**src/rtl/mem_access_unit_pkg.sv**
```systemverilog
// Shared constants for the memory access unit: state encoding, default widths
// and the timeout counter width.
package mem_access_pkg;

  localparam int unsigned DATA_W_DEF = 16;
  localparam int unsigned ADDR_W_DEF = 16;
  localparam int unsigned TMO_CNT_W  = 16;

  localparam logic [1:0] ST_IDLE = 2'd0;
  localparam logic [1:0] ST_WAIT = 2'd1;
  localparam logic [1:0] ST_ERR  = 2'd2;

  // A legal access asks for exactly one of read or write.
  function automatic logic isStart(input logic rd, input logic wr);
    return rd ^ wr;
  endfunction

endpackage

```
**src/rtl/mem_access_unit_if.sv**
```systemverilog
// Request/acknowledge bus between the access unit (master) and a
// variable-latency word memory (slave).
interface mem_access_if
  import mem_access_pkg::*;
#(
  parameter int unsigned DATA_W = DATA_W_DEF,
  parameter int unsigned ADDR_W = ADDR_W_DEF
);
  logic              mem_req;
  logic              mem_we;
  logic [ADDR_W-1:0] mem_addr;
  logic [DATA_W-1:0] mem_wdata;
  logic [DATA_W-1:0] mem_rdata;
  logic              mem_ack;

  modport master (
    output mem_req, mem_we, mem_addr, mem_wdata,
    input  mem_rdata, mem_ack
  );

  modport slave (
    input  mem_req, mem_we, mem_addr, mem_wdata,
    output mem_rdata, mem_ack
  );
endinterface

```
**src/rtl/mem_access_unit_timeout.sv**
```systemverilog
// Clear/enable wait-cycle counter; termCnt_c marks the TIMEOUT-th enabled
// cycle since the last clear.
module mem_timeout_ctr
  import mem_access_pkg::*;
#(
  parameter int unsigned TIMEOUT = 255
) (
  input  logic CLK,
  input  logic Reset,
  input  logic clr,
  input  logic en,
  output logic termCnt_c
);
  localparam logic [TMO_CNT_W-1:0] LAST_CNT = TMO_CNT_W'(TIMEOUT - 1);

  logic [TMO_CNT_W-1:0] cntQ;

  assign termCnt_c = en && (cntQ == LAST_CNT);

  always_ff @(posedge CLK or negedge Reset) begin
    if (!Reset) begin
      cntQ <= '0;
    end else if (clr) begin
      cntQ <= '0;
    end else if (en) begin
      cntQ <= cntQ + TMO_CNT_W'(1);
    end
  end
endmodule

```
**src/rtl/mem_access_unit.sv**
```systemverilog
// Turns multicycle-controller memory strobes into req/ack transactions and
// owns IR/MDR. Optional access statistics under MEM_ACCESS_STATS_EN.
module mem_access_unit
  import mem_access_pkg::*;
#(
  parameter int unsigned DATA_W  = DATA_W_DEF,
  parameter int unsigned ADDR_W  = ADDR_W_DEF,
  parameter int unsigned TIMEOUT = 255
) (
  input  logic              CLK,
  input  logic              Reset,
  input  logic              MemRead,
  input  logic              MemWrite,
  input  logic              IorD,
  input  logic              IRWrite,
  input  logic [ADDR_W-1:0] PC,
  input  logic [ADDR_W-1:0] ALUOut,
  input  logic [DATA_W-1:0] B,
  mem_access_if.master      mem,
  output logic [DATA_W-1:0] inst,
  output logic [DATA_W-1:0] mdr,
  output logic              busy,
  output logic              err
`ifdef MEM_ACCESS_STATS_EN
  ,
  output logic [15:0]       rd_count,
  output logic [15:0]       wr_count,
  output logic [15:0]       stall_count
`endif
);

  logic [1:0]        stateQ, stateNxt;
  logic              reqQ, reqNxt;
  logic              weQ, weNxt;
  logic [ADDR_W-1:0] addrQ, addrNxt;
  logic [DATA_W-1:0] wdataQ, wdataNxt;
  logic              irLdQ, irLdNxt;
  logic [DATA_W-1:0] instQ, instNxt;
  logic [DATA_W-1:0] mdrQ, mdrNxt;
  logic              errQ, errNxt;
  logic              ctrClr, ctrEn, termCnt_c;
  logic              start;

  assign start = isStart(MemRead, MemWrite);

  mem_timeout_ctr #(.TIMEOUT(TIMEOUT)) u_tmo (
    .CLK       (CLK),
    .Reset     (Reset),
    .clr       (ctrClr),
    .en        (ctrEn),
    .termCnt_c (termCnt_c)
  );

  // State and registered outputs; async reset also drops an in-flight request.
  always_ff @(posedge CLK or negedge Reset) begin
    if (!Reset) begin
      stateQ <= ST_IDLE;
      reqQ   <= 1'b0;
      weQ    <= 1'b0;
      addrQ  <= '0;
      wdataQ <= '0;
      irLdQ  <= 1'b0;
      instQ  <= '0;
      mdrQ   <= '0;
      errQ   <= 1'b0;
    end else begin
      stateQ <= stateNxt;
      reqQ   <= reqNxt;
      weQ    <= weNxt;
      addrQ  <= addrNxt;
      wdataQ <= wdataNxt;
      irLdQ  <= irLdNxt;
      instQ  <= instNxt;
      mdrQ   <= mdrNxt;
      errQ   <= errNxt;
    end
  end

  // Next-state and next-output logic.
  always_comb begin
    stateNxt = stateQ;
    reqNxt   = reqQ;
    weNxt    = weQ;
    addrNxt  = addrQ;
    wdataNxt = wdataQ;
    irLdNxt  = irLdQ;
    instNxt  = instQ;
    mdrNxt   = mdrQ;
    errNxt   = errQ;
    ctrClr   = 1'b0;
    ctrEn    = 1'b0;
    busy     = 1'b1;

    case (stateQ)
      ST_IDLE: begin
        busy   = start;
        ctrClr = 1'b1;
        if (MemRead && MemWrite) begin
          errNxt   = 1'b1;
          stateNxt = ST_ERR;
        end else if (start) begin
          reqNxt   = 1'b1;
          weNxt    = MemWrite;
          addrNxt  = IorD ? ALUOut : PC;
          wdataNxt = B;
          irLdNxt  = IRWrite & MemRead;
          stateNxt = ST_WAIT;
        end
      end

      ST_WAIT: begin
        ctrEn = 1'b1;
        // A completion in the last allowed cycle beats the timeout.
        if (mem.mem_ack) begin
          reqNxt   = 1'b0;
          ctrClr   = 1'b1;
          stateNxt = ST_IDLE;
          if (!weQ) begin
            mdrNxt = mem.mem_rdata;
            if (irLdQ) begin
              instNxt = mem.mem_rdata;
            end
          end
        end else if (termCnt_c) begin
          reqNxt   = 1'b0;
          ctrClr   = 1'b1;
          errNxt   = 1'b1;
          stateNxt = ST_ERR;
        end
      end

      ST_ERR: begin
        reqNxt = 1'b0;
      end

      default: begin
        reqNxt   = 1'b0;
        stateNxt = ST_IDLE;
      end
    endcase
  end

  assign mem.mem_req   = reqQ;
  assign mem.mem_we    = weQ;
  assign mem.mem_addr  = addrQ;
  assign mem.mem_wdata = wdataQ;
  assign inst          = instQ;
  assign mdr           = mdrQ;
  assign err           = errQ;

`ifdef MEM_ACCESS_STATS_EN
  logic rdDone, wrDone;

  assign rdDone = (stateQ == ST_WAIT) && mem.mem_ack && !weQ;
  assign wrDone = (stateQ == ST_WAIT) && mem.mem_ack && weQ;

  // Saturating activity counters.
  always_ff @(posedge CLK or negedge Reset) begin
    if (!Reset) begin
      rd_count    <= '0;
      wr_count    <= '0;
      stall_count <= '0;
    end else begin
      if (rdDone && (rd_count != 16'hFFFF)) begin
        rd_count <= rd_count + 16'd1;
      end
      if (wrDone && (wr_count != 16'hFFFF)) begin
        wr_count <= wr_count + 16'd1;
      end
      if (busy && (stall_count != 16'hFFFF)) begin
        stall_count <= stall_count + 16'd1;
      end
    end
  end
`endif

endmodule

```
**src/flat_wrapper.sv**
```systemverilog
// flat-port wrapper written by rule: the top's interface ports become plain ports
module mem_access_unit_flat import mem_access_pkg::*;
#(
  parameter int unsigned DATA_W  = DATA_W_DEF,
  parameter int unsigned ADDR_W  = ADDR_W_DEF,
  parameter int unsigned TIMEOUT = 255
)
  (CLK, Reset, MemRead, MemWrite, IorD, IRWrite, PC, ALUOut, B, inst, mdr, busy, err, mem_mem_req, mem_mem_we, mem_mem_addr, mem_mem_wdata, mem_mem_rdata, mem_mem_ack);
  mem_access_if #(.DATA_W(DATA_W), .ADDR_W(ADDR_W)) mem_i ();
  input  logic CLK;
  input  logic Reset;
  input  logic MemRead;
  input  logic MemWrite;
  input  logic IorD;
  input  logic IRWrite;
  input  logic [ADDR_W-1:0] PC;
  input  logic [ADDR_W-1:0] ALUOut;
  input  logic [DATA_W-1:0] B;
  output logic [DATA_W-1:0] inst;
  output logic [DATA_W-1:0] mdr;
  output logic busy;
  output logic err;
  output wire logic [$bits(mem_i.mem_req)-1:0] mem_mem_req;
  output wire logic [$bits(mem_i.mem_we)-1:0] mem_mem_we;
  output wire logic [$bits(mem_i.mem_addr)-1:0] mem_mem_addr;
  output wire logic [$bits(mem_i.mem_wdata)-1:0] mem_mem_wdata;
  input wire logic [$bits(mem_i.mem_rdata)-1:0] mem_mem_rdata;
  input wire logic [$bits(mem_i.mem_ack)-1:0] mem_mem_ack;
  assign mem_mem_req = mem_i.mem_req;
  assign mem_mem_we = mem_i.mem_we;
  assign mem_mem_addr = mem_i.mem_addr;
  assign mem_mem_wdata = mem_i.mem_wdata;
  assign mem_i.mem_rdata = mem_mem_rdata;
  assign mem_i.mem_ack = mem_mem_ack;
  mem_access_unit #(.DATA_W(DATA_W), .ADDR_W(ADDR_W), .TIMEOUT(TIMEOUT)) u_core (.CLK(CLK), .Reset(Reset), .MemRead(MemRead), .MemWrite(MemWrite), .IorD(IorD), .IRWrite(IRWrite), .PC(PC), .ALUOut(ALUOut), .B(B), .mem(mem_i), .inst(inst), .mdr(mdr), .busy(busy), .err(err));
endmodule
```
**config.mk**
```make
export PLATFORM = sky130hd
export DESIGN_NAME = mem_access_unit_flat
export DESIGN_NICKNAME = d
export VERILOG_FILES = /design/src/rtl/mem_access_unit_pkg.sv /design/src/rtl/mem_access_unit_if.sv /design/src/rtl/mem_access_unit_timeout.sv /design/src/rtl/mem_access_unit.sv /design/src/flat_wrapper.sv
export SDC_FILE = /design/constraint.sdc
export NUM_CORES = 1
export LEC_CHECK = 0
export ABC_AREA = 1
export CAP_MARGIN = 40
export CELL_PAD_IN_SITES_DETAIL_PLACEMENT = 1
export CELL_PAD_IN_SITES_GLOBAL_PLACEMENT = 1
export CORE_ASPECT_RATIO = 0.6
export CORE_MARGIN = 1.5
export CORE_UTILIZATION = 35
export DETAILED_ROUTE_END_ITERATION = 7
export GPL_TIMING_DRIVEN = 0
export PLACE_DENSITY = 0.89
export SYNTH_ARGS = -nofsm -noshare
export SYNTH_HDL_FRONTEND = slang
export SYNTH_SLANG_ARGS = --single-unit
```
**constraint.sdc**
```tcl
create_clock -name CLK -period 4.2 [get_ports CLK]
set_clock_uncertainty 0.2 [all_clocks]
set_input_delay 0.84 -clock CLK [delete_from_list [all_inputs] [get_ports CLK]]
set_output_delay 0.84 -clock CLK [all_outputs]
set_load 0.02 [all_outputs]
```
==> results of run 1 <==
[flip-flops by register name, indices dropped and copies added (netlist names), 2 cells and up]
signal	count
u_core.mem.mem_addr	16
u_core.u_tmo.cntQ	16
u_core.inst	16
u_core.mdr	16
u_core.mem.mem_wdata	16
u_core.stateQ	2
[critical path, stage by stage]
cell             delay, ns
clkdlybuf4s50_1       0.45
ha_1                  0.30
inv_1                 0.07
nand2_1               0.07
clkdlybuf4s50_1       0.62
[cells by family after synthesis]
group                    count (synthesis)  share of synthesized area [%]
AND/OR/NAND/NOR                        217                          22.72
buffers and inverters                   57                          6.542
XOR/XNOR                                 6                          1.354
multiplexers                            14                          5.221
adder cells (fa/ha/maj)                  3                         0.9669
AO/OA/AOI/OAI                           59                          7.767
flip-flops                              86                          55.43
[per-layer routing]
layer	wire (µm)	up-vias
li1	-	1684
met1	5564	1761
met2	5933	91
met3	655	18
met4	182	0
met5	0	-
[synthesized netlist by cell type]
cell type	instances	share of area (%)
nand2_2	2	0.32
mux2_4	12	4.6
nor2_4	4	1.2
ha_1	3	0.97
nand3_1	8	1.0
a21oi_1	3	0.39
o21bai_1	1	0.19
nand2_4	1	0.29
xor2_1	2	0.45
a21boi_0	1	0.19
inv_2	5	0.48
mux2_2	2	0.58
buf_2	5	0.64
o21ai_1	1	0.13
clkbuf_1	6	0.58
dfrtp_1	86	55
buf_4	1	0.19
nand4_1	2	0.32
nand2_1	155	15
nor2_1	40	3.9
o22ai_1	1	0.16
nor3_1	2	0.26
buf_6	4	1.2
o21ai_0	52	6.7
xnor2_1	4	0.90
nor2_2	3	0.48
inv_1	36	3.5
[final timing paths]
check,from,to,depth (start not counted)
max,MemWrite,busy,5
min in group CLK,u_core.mem.mem_wdata[9],u_core.mem.mem_wdata[9],2
max reg2reg,u_core.stateQ[1],u_core.mem.mem_addr[6],7
min,Reset,u_core.mem.mem_wdata[9],1
min reg2reg,u_core.mem.mem_wdata[9],u_core.mem.mem_wdata[9],2
max in group asynchronous,Reset,u_core.mem.mem_addr[2],2
[layout make-up]
cell class / instances / share of cell area, %
inverter: 41 / 2.665
clock inverter: 5 / 1.451
sequential: 86 / 37.26
timing repair buffer: 139 / 24.35
multi-input combinational: 299 / 25.56
clock buffer: 10 / 3.964
buffer: 16 / 1.733
tap: 139 / 3.011
[power groups by stage]
stage                     Clock [mW]  Combinational, mW  Sequential, mW
after global placement             0               1.69            1.30
after detailed placement           0               1.76            1.33
after floorplan                    0              0.521            1.66
after CTS                      0.878               1.77            1.32
final                          0.860               1.75            1.32
after global routing           0.905               1.88            1.36
[metrics by stage]
stage                     cell area [µm²]  power, mW  setup TNS [ns]  hold slack [ns]  std cells
after floorplan                      3882      2.181               0           0.2966        442
after global placement               5438      2.998          -86.60           0.2521        719
after detailed placement             5463      3.090               0           0.2640        720
after CTS                            5776      3.971               0           0.1983        735
after global routing                 5776      4.139               0           0.2084        735
final                                5776      3.935               0           0.1954        735
==> reports/qor.yml, run 1 <==
fillers: 1213
combPwrFrac_pct: 44.6
maxCapViolCount: 0
p_int_mw: 2.462
rows: 29
vias: 3554
peakVddDrop_v: 0.0004134
grt_max_degree: 64
maxSlewHeadroom_pct: 67.48
synthesis.nets: 516
root_buffer: "clkbuf_16"
setup-violations-final: 0
min_path_type: "primary input to asynchronous set/reset pin"
ant_nets: 0
diodes: 0
post-cts-setup-buffers: 0
post_cts_resized: 0
die_area_um2: 11750
first_pass_iters: 4
place_hpwl_um: 9456
tritoncts.num_buffers: 9
fmax_ghz: 0.2950
yosysWarnings: 0
hold_buffers: 0
clock_path_buffers: 2
yosysSeqAreaShare_pct: 55.43
power.share.clock_pct: 21.9
core-area_um2: 10670
seqPwrFrac_pct: 33.6
viasPerCell: 4.835
gr-usage-met1_pct: 27.55
wire_per_inst_um: 16.78
clock_latency_ns: 0.34
p_per_area_nw_per_um2: 681.3
start_kind: "primary input"
postSynthCellCount: 442
multiInputGateArea_um2: 1476
die_x_um: 139.0
grt_pass1_wl_um: 20280
final_util_pct: 54.14
layout_common_cells: "nand2_1 (155), clkdlybuf4s50_1 (137), dfrtp_1 (86)"
syn_to_final_growth_pct: 48.76
drtIter0Drc: 147
portBuffers: 138
global_route.usage.met2_pct: 37.04
die_h_um: 84.58
area.sequential_um2: 2152
swShare_pct: 37.42
path_clk_slew_ns: 0.06
ys_ff_latch: 86
drive_gt1_share_pct: 9.228
grt-busiest-layer: "met2"
start_util_pct: 36.39
ctsHtreeMaxLevel: 3
p_leak_nw: 2.763
cts_tree: "yes"
p_switching_mw: 1.473
wirelength_um: 12340
antenna_found_initial: 0
syn_area_um2: 3882
grt_usage_pct: 22.03
fin_crit_ns: 3.389
crit_fanout: 3
dpl_worst_slack_ns: 0.8588
arrival_ns: 2.35
finalWorstSetupSlack_ns: 0.8106
endpoint_kind: "primary output"
nets: 666
hold_viol: 0
io_pins: 139
finalCritPeriodShare_pct: 80.70
clock-sinks: 86
synth_area_per_cell_um2: 8.784
gr-total-overflow: 0
status: "finished clean"
criticalPathCategory: "primary input to primary output"
reg2reg_setup_slack_ns: 2.42
crit_required_ns: 3.16
grt_util_met3_pct: 6.674
gp_congestion: 0.7740
grt_pass1_vias: 3931
worstMarginPinSlew_ns: 0.4826
synth_cell_types: 27
drc: 0
rsz0062_at_grt: "no"
layout_commonest_cell: "nand2_1"
slew_viol_final: 0
Power figures use the tool's default switching activity.
==> run 2, diff against run 1 <==
CORE_UTILIZATION = 29   (was 35)
PLACE_DENSITY = 0.79   (was 0.89)
clock period = 2.8 ns   (was 4.2 ns; I/O delays follow)
==> run 2 against run 1 <==
Compared with the run above:
- die area is 20% higher
- via count is 1.9% lower
- combinational power is 50% higher
- total power is 49% higher
- clock power is 48% higher
- sequential cell count stayed put
- hold slack better by 0.083 ns
- setup slack worse by 0.56 ns
==> reports/qor.yml, run 2 (synthesis results as in run 1) <==
status: "finished clean"  # unchanged
setup-violations-final: 0  # unchanged
portBuffers: 138  # unchanged
p_per_area_nw_per_um2: 1008  # was 681.3 nW/µm²
layout_common_cells: "nand2_1 (155), clkdlybuf4s50_1 (136), dfrtp_1 (86)"  # was nand2_1 (155), clkdlybuf4s50_1 (137), dfrtp_1 (86)
first_pass_iters: 4  # unchanged
core-area_um2: 12930  # was 10670 µm²
fin_crit_ns: 2.547
path_cells: "clkdlybuf4s50_1 -> ha_1 -> inv_1 -> nand2_1 -> dlygate4sd2_1"  # was clkdlybuf4s50_1 -> ha_1 -> inv_1 -> nand2_1 -> clkdlybuf4s50_1
criticalPathCategory: "primary input to primary output"  # unchanged
antenna_found_initial: 0  # unchanged
peakVddDrop_v: 0.0004239  # was 0.0004134 V
clock-sinks: 86  # unchanged
gp_congestion: 0.8429  # was 0.7740
ctsHtreeMaxLevel: 3  # unchanged
min_path_type: "register to register"  # was primary input to asynchronous set/reset pin
arrival_ns: 1.79  # was 2.35 ns
viasPerCell: 4.539  # was 4.835
combPwrFrac_pct: 44.8  # was 44.6%
drtIter0Drc: 108  # was 147
p_leak_nw: 2.775  # was 2.763 nW
root_buffer: "clkbuf_16"  # unchanged
multiInputGateArea_um2: 1476  # unchanged
place_hpwl_um: 9546  # was 9456 µm
holdWs_ns: 0.2779  # was 0.1954 ns
wire_per_inst_um: 16.08  # was 16.78 µm
grt_pass1_vias: 3814  # was 3931
worstMarginPinSlew_ns: 0.5221  # was 0.4826 ns
tritoncts.num_buffers: 9  # unchanged
start_util_pct: 30.02  # was 36.39%
maxCapViolCount: 0  # unchanged
p_switching_mw: 2.243  # was 1.473 mW
power_mw: 5.866  # was 3.935 mW
rsz0062_at_grt: "no"  # unchanged
diodes: 0  # unchanged
path_clk_slew_ns: 0.07  # was 0.06 ns
rows: 32  # was 29
maxSlewHeadroom_pct: 65.19  # was 67.48%
hold_viol: 0  # unchanged
swShare_pct: 38.24  # was 37.42%
grt_max_degree: 58  # was 64
endpoint_kind: "primary output"  # unchanged
die_area_um2: 14110  # was 11750 µm²
cts_tree: "yes"  # unchanged
gr-total-overflow: 0  # unchanged
die_h_um: 92.63  # was 84.58 µm
seqPwrFrac_pct: 33.6  # about the same
crit_slowest_cell: "clkdlybuf4s50_1"  # unchanged
drive_gt1_share_pct: 9.532  # was 9.228%
grt_usage_pct: 18.33  # was 22.03%
clock_path_buffers: 2  # unchanged
crit_required_ns: 2.04  # was 3.16 ns
wirelength_um: 12350  # was 12340 µm
p_int_mw: 3.623  # was 2.462 mW
layout_commonest_cell: "nand2_1"  # unchanged
clock_latency_ns: 0.34  # about the same
ant_nets: 0  # unchanged
finalCritPeriodShare_pct: 90.97
max_stage_delay_ns: 0.43  # was 0.62 ns
crit_fanout: 3  # unchanged
slew_viol_final: 0  # unchanged
grt_pass1_wl_um: 20240  # was 20280 µm
syn_to_final_growth_pct: 49.92  # was 48.76%
fmax_ghz: 0.3926
die_x_um: 152.4  # was 139.0 µm
vias: 3486  # was 3554
area.sequential_um2: 2152  # unchanged
nets: 667  # was 666
power.share.clock_pct: 21.6  # was 21.9%
fillers: 1486  # was 1213
drc: 0  # unchanged
io_pins: 139  # unchanged
start_kind: "primary input"  # unchanged
run 2: path summary, 6_finish.rpt:
kind                                          start                        to  slack, ns  cells after the start
setup reg to reg               u_core.u_tmo.cntQ[0]      u_core.u_tmo.cntQ[7]       1.07                      9
hold reg to reg            u_core.mem.mem_wdata[10]  u_core.mem.mem_wdata[10]       0.28                      2
hold / removal             u_core.mem.mem_wdata[10]  u_core.mem.mem_wdata[10]       0.28                      2
setup / recovery                            MemRead                      busy       0.25                      5
min in group asynchronous                     Reset  u_core.mem.mem_wdata[13]       0.51                      2
max in group asynchronous                     Reset   u_core.mem.mem_addr[11]       1.27                      3
run 2: cell type report:
type	instances	share of cell area, %
flip-flops and latches	86	36.97
multi-input cells	299	25.37
repair buffers	140	24.31
clock buffers	9	3.869
well taps	170	3.654
inverters	41	2.644
plain buffers	16	1.720
clock inverters	7	1.462
run 2: what timing repair did:
action / CTS / global route
buffers inserted: 0 / 0
hold buffers: 1 / 0
endpoints found under the setup margin: 1 / 0
endpoints found under the hold margin: 29 / 0
gates resized for setup: 1 / 0
run 2: power by group through the flow:
stage               clock, mW  sequential (mW)  combinational (mW)
detailed placement          0             1.99                2.65
floorplan                   0             2.49               0.782
global route             1.34             2.03                2.83
global placement            0             1.96                2.57
CTS                      1.30             1.98                2.67
finish                   1.27             1.97                2.63
run 2: per-layer routing:
metal | GRT usage (%) | vias to the layer above | share of wire (%)
li1 | - | 1683 | -
met1 | 24.70 | 1692 | 48
met2 | 28.85 | 97 | 45
met3 | 5.615 | 14 | 6.0
met4 | 4.450 | 0 | 1.4
met5 | 0 | - | 0
run 2: critical path, delay by kind of cell:
kind | cells | cell delay, ns
buffers and inverters | 3 | 0.86
AND/OR/NAND/NOR | 1 | 0.06
adder cells (fa/ha/maj) | 1 | 0.30
run 2: through the flow:
step	std cells	setup slack (ns)	setup TNS, ns	cell area [µm²]	util (%)
global route	768	0.1881	0	5821	45.01
finish	768	0.2530	0	5821	45.01
floorplan	442	0.9864	0	3882	-
detailed placement	751	-0.009569	-0.009569	5502	42.54
global placement	750	-2.238	-191.59	5477	42.35
CTS	768	0.2361	0	5821	45.01
